`src/rtl/reg_write_16_4b_pkg.sv`:
```
// Shared sizes and FSM encoding for the 16 x 4-bit register bank write side.
package reg_write_16_4b_pkg;

    localparam int NUM_REGS = 16;
    localparam int ADDR_W   = 4;
    localparam int DATA_W   = 4;

    typedef enum logic {
        ST_IDLE  = 1'b0,
        ST_CLEAR = 1'b1
    } state_t;

endpackage

```
`src/rtl/reg_write_16_4b_decoder_4_16.sv`:
```
// Combinational 4-to-16 one-hot decoder; all outputs low when disabled.
module decoder_4_16
    import reg_write_16_4b_pkg::*;
(
    input  logic                i_en,
    input  logic [ADDR_W-1:0]   i_addr,
    output logic [NUM_REGS-1:0] o_onehot
);

    always_comb begin
        o_onehot = '0;
        if (i_en) begin
            o_onehot[i_addr] = 1'b1;
        end
    end

endmodule

```
`src/rtl/reg_write_16_4b.sv`:
```
// Write side of the 16 x 4-bit register bank: single-cycle writes plus a
// one-entry-per-cycle clear sweep, with the whole bank exposed as a flat bus.
//
// state    | meaning
// ---------+-----------------------------------------------------------
// ST_IDLE  | accepting writes; clr starts a sweep at entry 0
// ST_CLEAR | zeroing entry r_cnt each edge; writes and clr ignored
module reg_write_16_4b
    import reg_write_16_4b_pkg::*;
(
    input  logic                         clk,
    input  logic                         rst,
    input  logic                         wr_en,
    input  logic [ADDR_W-1:0]            wr_addr,
    input  logic [DATA_W-1:0]            wr_data,
    input  logic                         clr,
    output logic                         busy,
    output logic                         wr_ack,
    output logic [NUM_REGS*DATA_W-1:0]   q
);

    state_t              r_state;
    state_t              w_state_nxt;
    logic [ADDR_W-1:0]   r_cnt;
    logic [ADDR_W-1:0]   w_cnt_nxt;
    logic                r_ack;
    logic [DATA_W-1:0]   r_regs [NUM_REGS];

    logic                w_accept;
    logic                w_clearing;
    logic [NUM_REGS-1:0] w_wr_oh;
    logic [NUM_REGS-1:0] w_clr_oh;
    logic [NUM_REGS-1:0] w_load;
    logic [DATA_W-1:0]   w_load_data;

    always_ff @(posedge clk or posedge rst) begin
        if (rst) begin
            r_state <= ST_IDLE;
            r_cnt   <= '0;
            r_ack   <= 1'b0;
        end else begin
            r_state <= w_state_nxt;
            r_cnt   <= w_cnt_nxt;
            r_ack   <= w_accept;
        end
    end

    // clr has priority over a simultaneous write in IDLE.
    always_comb begin
        w_state_nxt = r_state;
        w_cnt_nxt   = r_cnt;
        w_accept    = 1'b0;
        case (r_state)
            ST_IDLE: begin
                if (clr) begin
                    w_state_nxt = ST_CLEAR;
                    w_cnt_nxt   = '0;
                end else begin
                    w_accept = wr_en;
                end
            end
            ST_CLEAR: begin
                w_cnt_nxt = r_cnt + 1'b1;
                if (r_cnt == ADDR_W'(NUM_REGS - 1)) begin
                    w_state_nxt = ST_IDLE;
                end
            end
            default: begin
                w_state_nxt = ST_IDLE;
                w_cnt_nxt   = '0;
            end
        endcase
    end

    assign w_clearing = (r_state == ST_CLEAR);

    decoder_4_16 u_dec_wr (
        .i_en     (w_accept),
        .i_addr   (wr_addr),
        .o_onehot (w_wr_oh)
    );

    decoder_4_16 u_dec_clr (
        .i_en     (w_clearing),
        .i_addr   (r_cnt),
        .o_onehot (w_clr_oh)
    );

    // The two one-hot vectors are never active together, so state alone picks the data.
    assign w_load      = w_wr_oh | w_clr_oh;
    assign w_load_data = w_clearing ? '0 : wr_data;

    always_ff @(posedge clk or posedge rst) begin
        if (rst) begin
            for (int k = 0; k < NUM_REGS; k++) begin
                r_regs[k] <= '0;
            end
        end else begin
            for (int k = 0; k < NUM_REGS; k++) begin
                if (w_load[k]) begin
                    r_regs[k] <= w_load_data;
                end
            end
        end
    end

    assign busy   = (r_state == ST_CLEAR);
    assign wr_ack = r_ack;

    for (genvar g = 0; g < NUM_REGS; g++) begin : g_q
        assign q[g*DATA_W +: DATA_W] = r_regs[g];
    end

endmodule

```
`config.mk`:
```
export PLATFORM = sky130hd
export DESIGN_NAME = reg_write_16_4b
export DESIGN_NICKNAME = d
export VERILOG_FILES = /design/src/rtl/reg_write_16_4b_pkg.sv /design/src/rtl/reg_write_16_4b_decoder_4_16.sv /design/src/rtl/reg_write_16_4b.sv
export SDC_FILE = /design/constraint.sdc
export NUM_CORES = 1
export LEC_CHECK = 0
export BUFFER_PORTS_ARGS = -buffer_cell sky130_fd_sc_hd__buf_2
export CAP_MARGIN = 40
export CORE_MARGIN = 2
export CORE_UTILIZATION = 47
export DETAILED_ROUTE_END_ITERATION = 7
export PLACE_DENSITY = 0.76
export SYNTH_ARGS = -nofsm -noshare
export SYNTH_HDL_FRONTEND = slang
export SYNTH_HIERARCHICAL = 1
export SYNTH_SLANG_ARGS = --single-unit
```
`constraint.sdc`:
```
create_clock -name clk -period 1.9 [get_ports clk]
set_input_delay 0.095 -clock clk [delete_from_list [all_inputs] [get_ports clk]]
set_output_delay 0.095 -clock clk [all_outputs]
set_load 0.01 [all_outputs]
```
======== Word-level counts from Yosys, hierarchy flattened ========
Index checks and enable logic that the tools add are counted.
cells by class
  $add $sub $neg .......................... 1
  $lt $le $gt $ge ......................... 4
  equal/unequal tests ..................... 2
  multiplexer cells ....................... 14
  bitwise gates (word level) .............. 2
  reductions and logical operators ........ 2
operators with widths
  operator             count
  $mux 16              2
  $or 16x16->16        1
  $lt 4x5->1 const B   2
  $demux 1 s4          2
  $ge 4x1->1 const B   2
  $mux 4               2
  $pmux 4 s2           1
  $mux 1               6
  $add 4x1->4 const B  1
  $eq 4x4->1 const B   1
  $logic_and 1x1->1    2
  $ne 2x2->1 const B   1
  $pmux 1 s2           1
  $not 1->1            1
storage, ports and cells
  flip-flop bits (word level) ............. 70
  input bits .............................. 12
  output and inout port bits .............. 66
  logic and storage cells ................. 44

======== Logic depth before layout (Yosys ltp) ========
  word-level depth ........................ 6
  gate-level depth with buffers ........... 8
  gate-level depth less buffers ........... 7

======== Cells and area by module ========
The synthesis kept the hierarchy.
by module, submodules not included
  module                    instances  cells each  area an instance (um2)  seq. area each (um2)
  reg_write_16_4b           1          237         2660.1                  1751.7
  decoder_4_16 (u_dec_clr)  1          23          120.1                   0.0
  decoder_4_16 (u_dec_wr)   1          23          117.6                   0.0

======== Worst setup path after synthesis ========
OpenSTA, ideal clock, no wires.
  path type ............................... reg-to-reg
  from .................................... register r_state (netlist: busy)
  to ...................................... register r_regs, in the netlist q[0]
  setup time .............................. 0.135 ns
  arrival time ............................ 1.750 ns
  required time ........................... 1.765 ns
  slack ................................... 0.015 ns
  stages on the path, launching flop included .. 9
  buffers on the path ..................... 1
  clock period less this slack ............ 1.885 ns
  path through ............................ dfrtp_1 buf_6 nor2_1 and2_1 or3b_4 nor3_2 nor2_1 nand2_1 o21ai_0
on the way
  word-level cells in the longest chain between the ends .. 3
  elaborated cells on any way between the ends .. 5
  those cells by class .................... 4 x mux; 1 x bitwise
ends and longest elaborated chain
  what                           line                                text
  start, declared                reg_write_16_4b.sv:22               state_t r_state;
  start signal, assigned         reg_write_16_4b.sv:42               r_state <= w_state_nxt;
  $mux 1                         reg_write_16_4b.sv:53               case (r_state)
  named net w_accept             reg_write_16_4b.sv:29               logic w_accept;
  $mux 16                        reg_write_16_4b_decoder_4_16.sv:12  if (i_en) begin
  named net w_wr_oh[0]           reg_write_16_4b.sv:31               logic [NUM_REGS-1:0] w_wr_oh;
  $or 16x16->16                  reg_write_16_4b.sv:90               assign w_load = w_wr_oh | w_clr_oh;
  end signal, assigned by index  reg_write_16_4b.sv:101              r_regs[k] <= w_load_data;
  end, declared                  reg_write_16_4b.sv:27               logic [DATA_W-1:0] r_regs [NUM_REGS];
The timed path passes the listed nets, and every way through them passes these cells.
A chain may end at the register's enable or synchronous reset.

======== Final worst setup path ========
  from .................................... input clr
  to ...................................... register r_regs, in the netlist q[12]
on the way
  word-level cells in the longest chain between the ends .. 4
ends and longest elaborated chain
  what                  line                                text
  start, declared       reg_write_16_4b.sv:16               input logic clr,
  $mux 1                reg_write_16_4b.sv:55               if (clr) begin
  $mux 1                reg_write_16_4b.sv:53
  named net w_accept    reg_write_16_4b.sv:29
  $mux 16               reg_write_16_4b_decoder_4_16.sv:12
  named net w_wr_oh[3]  reg_write_16_4b.sv:31
  $or 16x16->16         reg_write_16_4b.sv:90
The timed path passes the listed nets, and every way through them passes these cells.

==> summary.txt <==
Outcome
  – Status: completed

Worst hold path
  – Hold-critical path depth: 2
  – Worst Hold Class: primary input to flip-flop
  – Min-delay src: wr_en
  – Hold EP: wr_ack

Timing
  – Worst-Margin Slew: 571 ps
  – Final hold violations: 0
  – Setup TNS Final: 0 ps
  – Fin crit share: 89.9%
  – RSZ-0062 raised after global routing: false
  – Count of final setup violators: 0
  – Skew final: 7.30 ps
  – Max Fclk: 585 MHz
  – Final min period: 1710 ps
  – Slew margin rel.: 61.8%
  – Setup WS post-layout: 192 ps
  – Slew Viols, Final: 0

Logic synthesis
  – Synth async-reset ratio: 100%
  – Syn. warnings: 6
  – Primary FF master, synth: dfrtp_1
  – Post-Synth XOR/XNOR Area: 0.604%
  – Main combinational cell family by area after synthesis: simple AND/OR/NAND/NOR gates
  – Synthesized cell area: 2900 µm²
  – Post-synthesis sequential area ratio: 60.4%
  – Yosys top cell area share: 60.4%
  – FF+latch count, synth: 70
  – Cells after Synth: 283
  – Post-synth top area cell: dfrtp_1
  – Mean Syn Cell Area: 10.2 µm²
  – Synth top area cells: dfrtp_1, nand2_1, o21ai_2, o21ai_0, nor2_1
  – Synthesized net count: 296
  – Unique masters post-synth: 24
  – Adder-cell share of the synthesized area: 0.432%
  – Post-synth EDFFs: 0
  – Multiplexer share of the synthesized area: 0.389%
  – Compound-gate portion of the synthesized area: 14.9%
  – Synth Area in Simple Gates: 21.4%

Drt
  – Pre-antenna DRT Iters: 4
  – Metal-1 WL: 2970 µm
  – Post-route ant nets: 0
  – Met2 wire len: 2950 µm
  – Met3 wire length: 385 µm
  – Routed wire per std cell: 14.1 µm
  – Routed WL: 6370 µm
  – DRT iter0 DRCs: 139
  – Vias per cell: 5.02
  – Vias: 2265
  – DRC: 0
  – Max layer used: met4

Critical path
  – Critical path class: primary input to flip-flop
  – Reg2reg path depth: 7
  – Worst r2r dst: q[12]
  – Worst path most repeated cell: nor2_1
  – Worst Setup End Kind: flip-flop
  – Worst EP arrival: 1910 ps
  – CP Launch Type: primary input
  – Crit path cell chain: dlygate4sd3_1, buf_2, nor2_1, and2_1, or3b_4, nor2_1, nor2_1, nand2_1, o21ai_0
  – R2R setup slack: 210 ps
  – RR Startpoint: busy
  – CP startpoint: clr
  – Crit path max fanout: 8
  – Worst EP required: 2100 ps
  – CP peak stage delay: 530 ps
  – Critical path's slowest cell: dlygate4sd3_1

Global route
  – First-pass GRT wire length: 10200 µm
  – Antenna violations before repair: 0
  – Largest net degree at the start of global routing: 71
  – GRT Resource Usage Total: 20.1%
  – Vias in the first global route: 2119
  – Gr ovfl total: 0

Floorplan
  – Initial core utilization: 48.7%
  – Die H: 82.5 µm
  – Die footprint: 6810 µm²
  – I/O Pins: 78
  – Die X-Extent: 82.5 µm
  – Row cnt: 28
  – Core area: 5960 µm²

Layout
  – Area grow syn2layout: 23.9%
  – Final-stage net count: 384
  – Share of layout cells above drive strength 1: 34.3%
  – Diode count: 0

Power and ir drop
  – Switch Pwr: 2250 µW
  – Static Leakage: 0.00183 µW
  – Gate power share: 36.6%
  – Clock power share: 21.0%
  – PwrDens: 1640 nW/µm²
  – Peak VDD IR: 0.799 mV
  – Cell Int Power: 3640 µW
  – Switching share of power: 38.2%
  – Flop pwr share: 42.4%

Clock tree
  – Root buffer cell: clkbuf_8
  – CTS H-tree depth: 3
  – Clk buf depth: 2
  – # clock sinks: 70
  – Clk Latency, worst-skew pair: 340 ps
  – Total CTS buffers: 9
  – Clock transition at path regs: 80 ps
  – CTS tree: done
  – Setup repair bufs after CTS: 0

Placement
  – Detailed placement HPWL: 4430 µm
  – Gpl congestion: 0.869
  – Worst slack, placed: 205 ps
  – IO Port Bufs: 77

Job
  – MaxCap Viol Count: 0
## placed cells by master, fill, tap and decap left out, types with 2 or more instances in the layout
cell,count
a22o_1,2
buf_2,77
buf_4,2
clkbuf_8,11
clkinv_2,2
dfrtp_1,70
dlygate4sd3_1,2
nand2_1,67
nand2b_1,5
nand2b_4,4
nand3_1,3
nand3b_1,4
nor2_1,39
nor2_2,2
nor3_1,6
nor3_2,2
o21ai_0,35
o21ai_1,9
o21ai_2,21
or3b_4,2
## critical path, delay by kind of cell
family                 cells  cell delay, ps
buffers and inverters      2             660
AND/OR/NAND/NOR            6            1070
AO/OA/AOI/OAI              1              80
## per-layer routing
metal / global-route usage [%] / vias up
met1: 26.5 / 1069
met3: 5.33 / 6
met2: 32.0 / 63
met4: 7.87 / 0
met5: 0 / -
li1: - / 1127
## cells by family after synthesis
family          after synthesis
flops                        70
mux                           1
xor+xnor                      2
compound gates               68
simple gates                135
fa+ha+maj                     1
buf+inv                       6
## worst max path at each step
| stage | end | cells after the start |
|---|---|---|
| 6_report | q[12] | 9 |
| 3_3_place_gp | q[15] | 7 |
| 5_1_grt | q[10] | 9 |
| 3_5_place_dp | q[12] | 7 |
| 2_1_floorplan | q[0] | 8 |
| 4_1_cts | q[12] | 9 |
## stage by stage
stage / util, % / std cells / hold WS (ps) / total power, µW / cell area, µm²
final: 60.3 / 451 / 72.3 / 5890 / 3590
after detailed placement: 56.4 / 433 / 208 / 4710 / 3360
after global placement: 56.4 / 433 / 199 / 4630 / 3360
after global routing: 60.3 / 451 / 78.8 / 6350 / 3590
after floorplan: - / 283 / 202 / 3830 / 2900
after CTS: 60.3 / 451 / 59.0 / 5950 / 3590
## cells in the mapped netlist, drive strengths merged, types with 2 or more instances
cell     n
buf      4
nor3     8
o21ai   65
nand3b   4
nand2b   9
nand3    3
nand2   67
dfrtp   70
or3b     2
a22o     2
nor2    41
## layout make-up
cell class / count / area, µm²
Fill cell: 527 / 2370
Sequential cell: 70 / 1750
Multi-Input combinational cell: 207 / 1090
Timing Repair Buffer: 82 / 440
Clock buffer: 11 / 151
Tap cell: 75 / 93.8
Clock inverter: 5 / 56.3
Inverter: 1 / 3.75
## sequential cells by signal, indices dropped and copies added (netlist names)
signal,count
q,64
wr_ack,1
r_cnt,4
busy,1
## what timing repair did
| action | in CTS | in global routing |
|---|---|---|
| endpoints found under the hold margin | 71 | 0 |
| hold buffers | 2 | 0 |
| resized for setup | 0 | 0 |
## power groups by stage
stage	registers, µW	logic (µW)	clock network, µW
after floorplan	2760	1080	0
after global placement	2510	2110	0
after detailed placement	2530	2180	0
after CTS	2500	2190	1260
after global routing	2580	2450	1320
final	2490	2160	1240
Power figures use the tool's default switching activity.
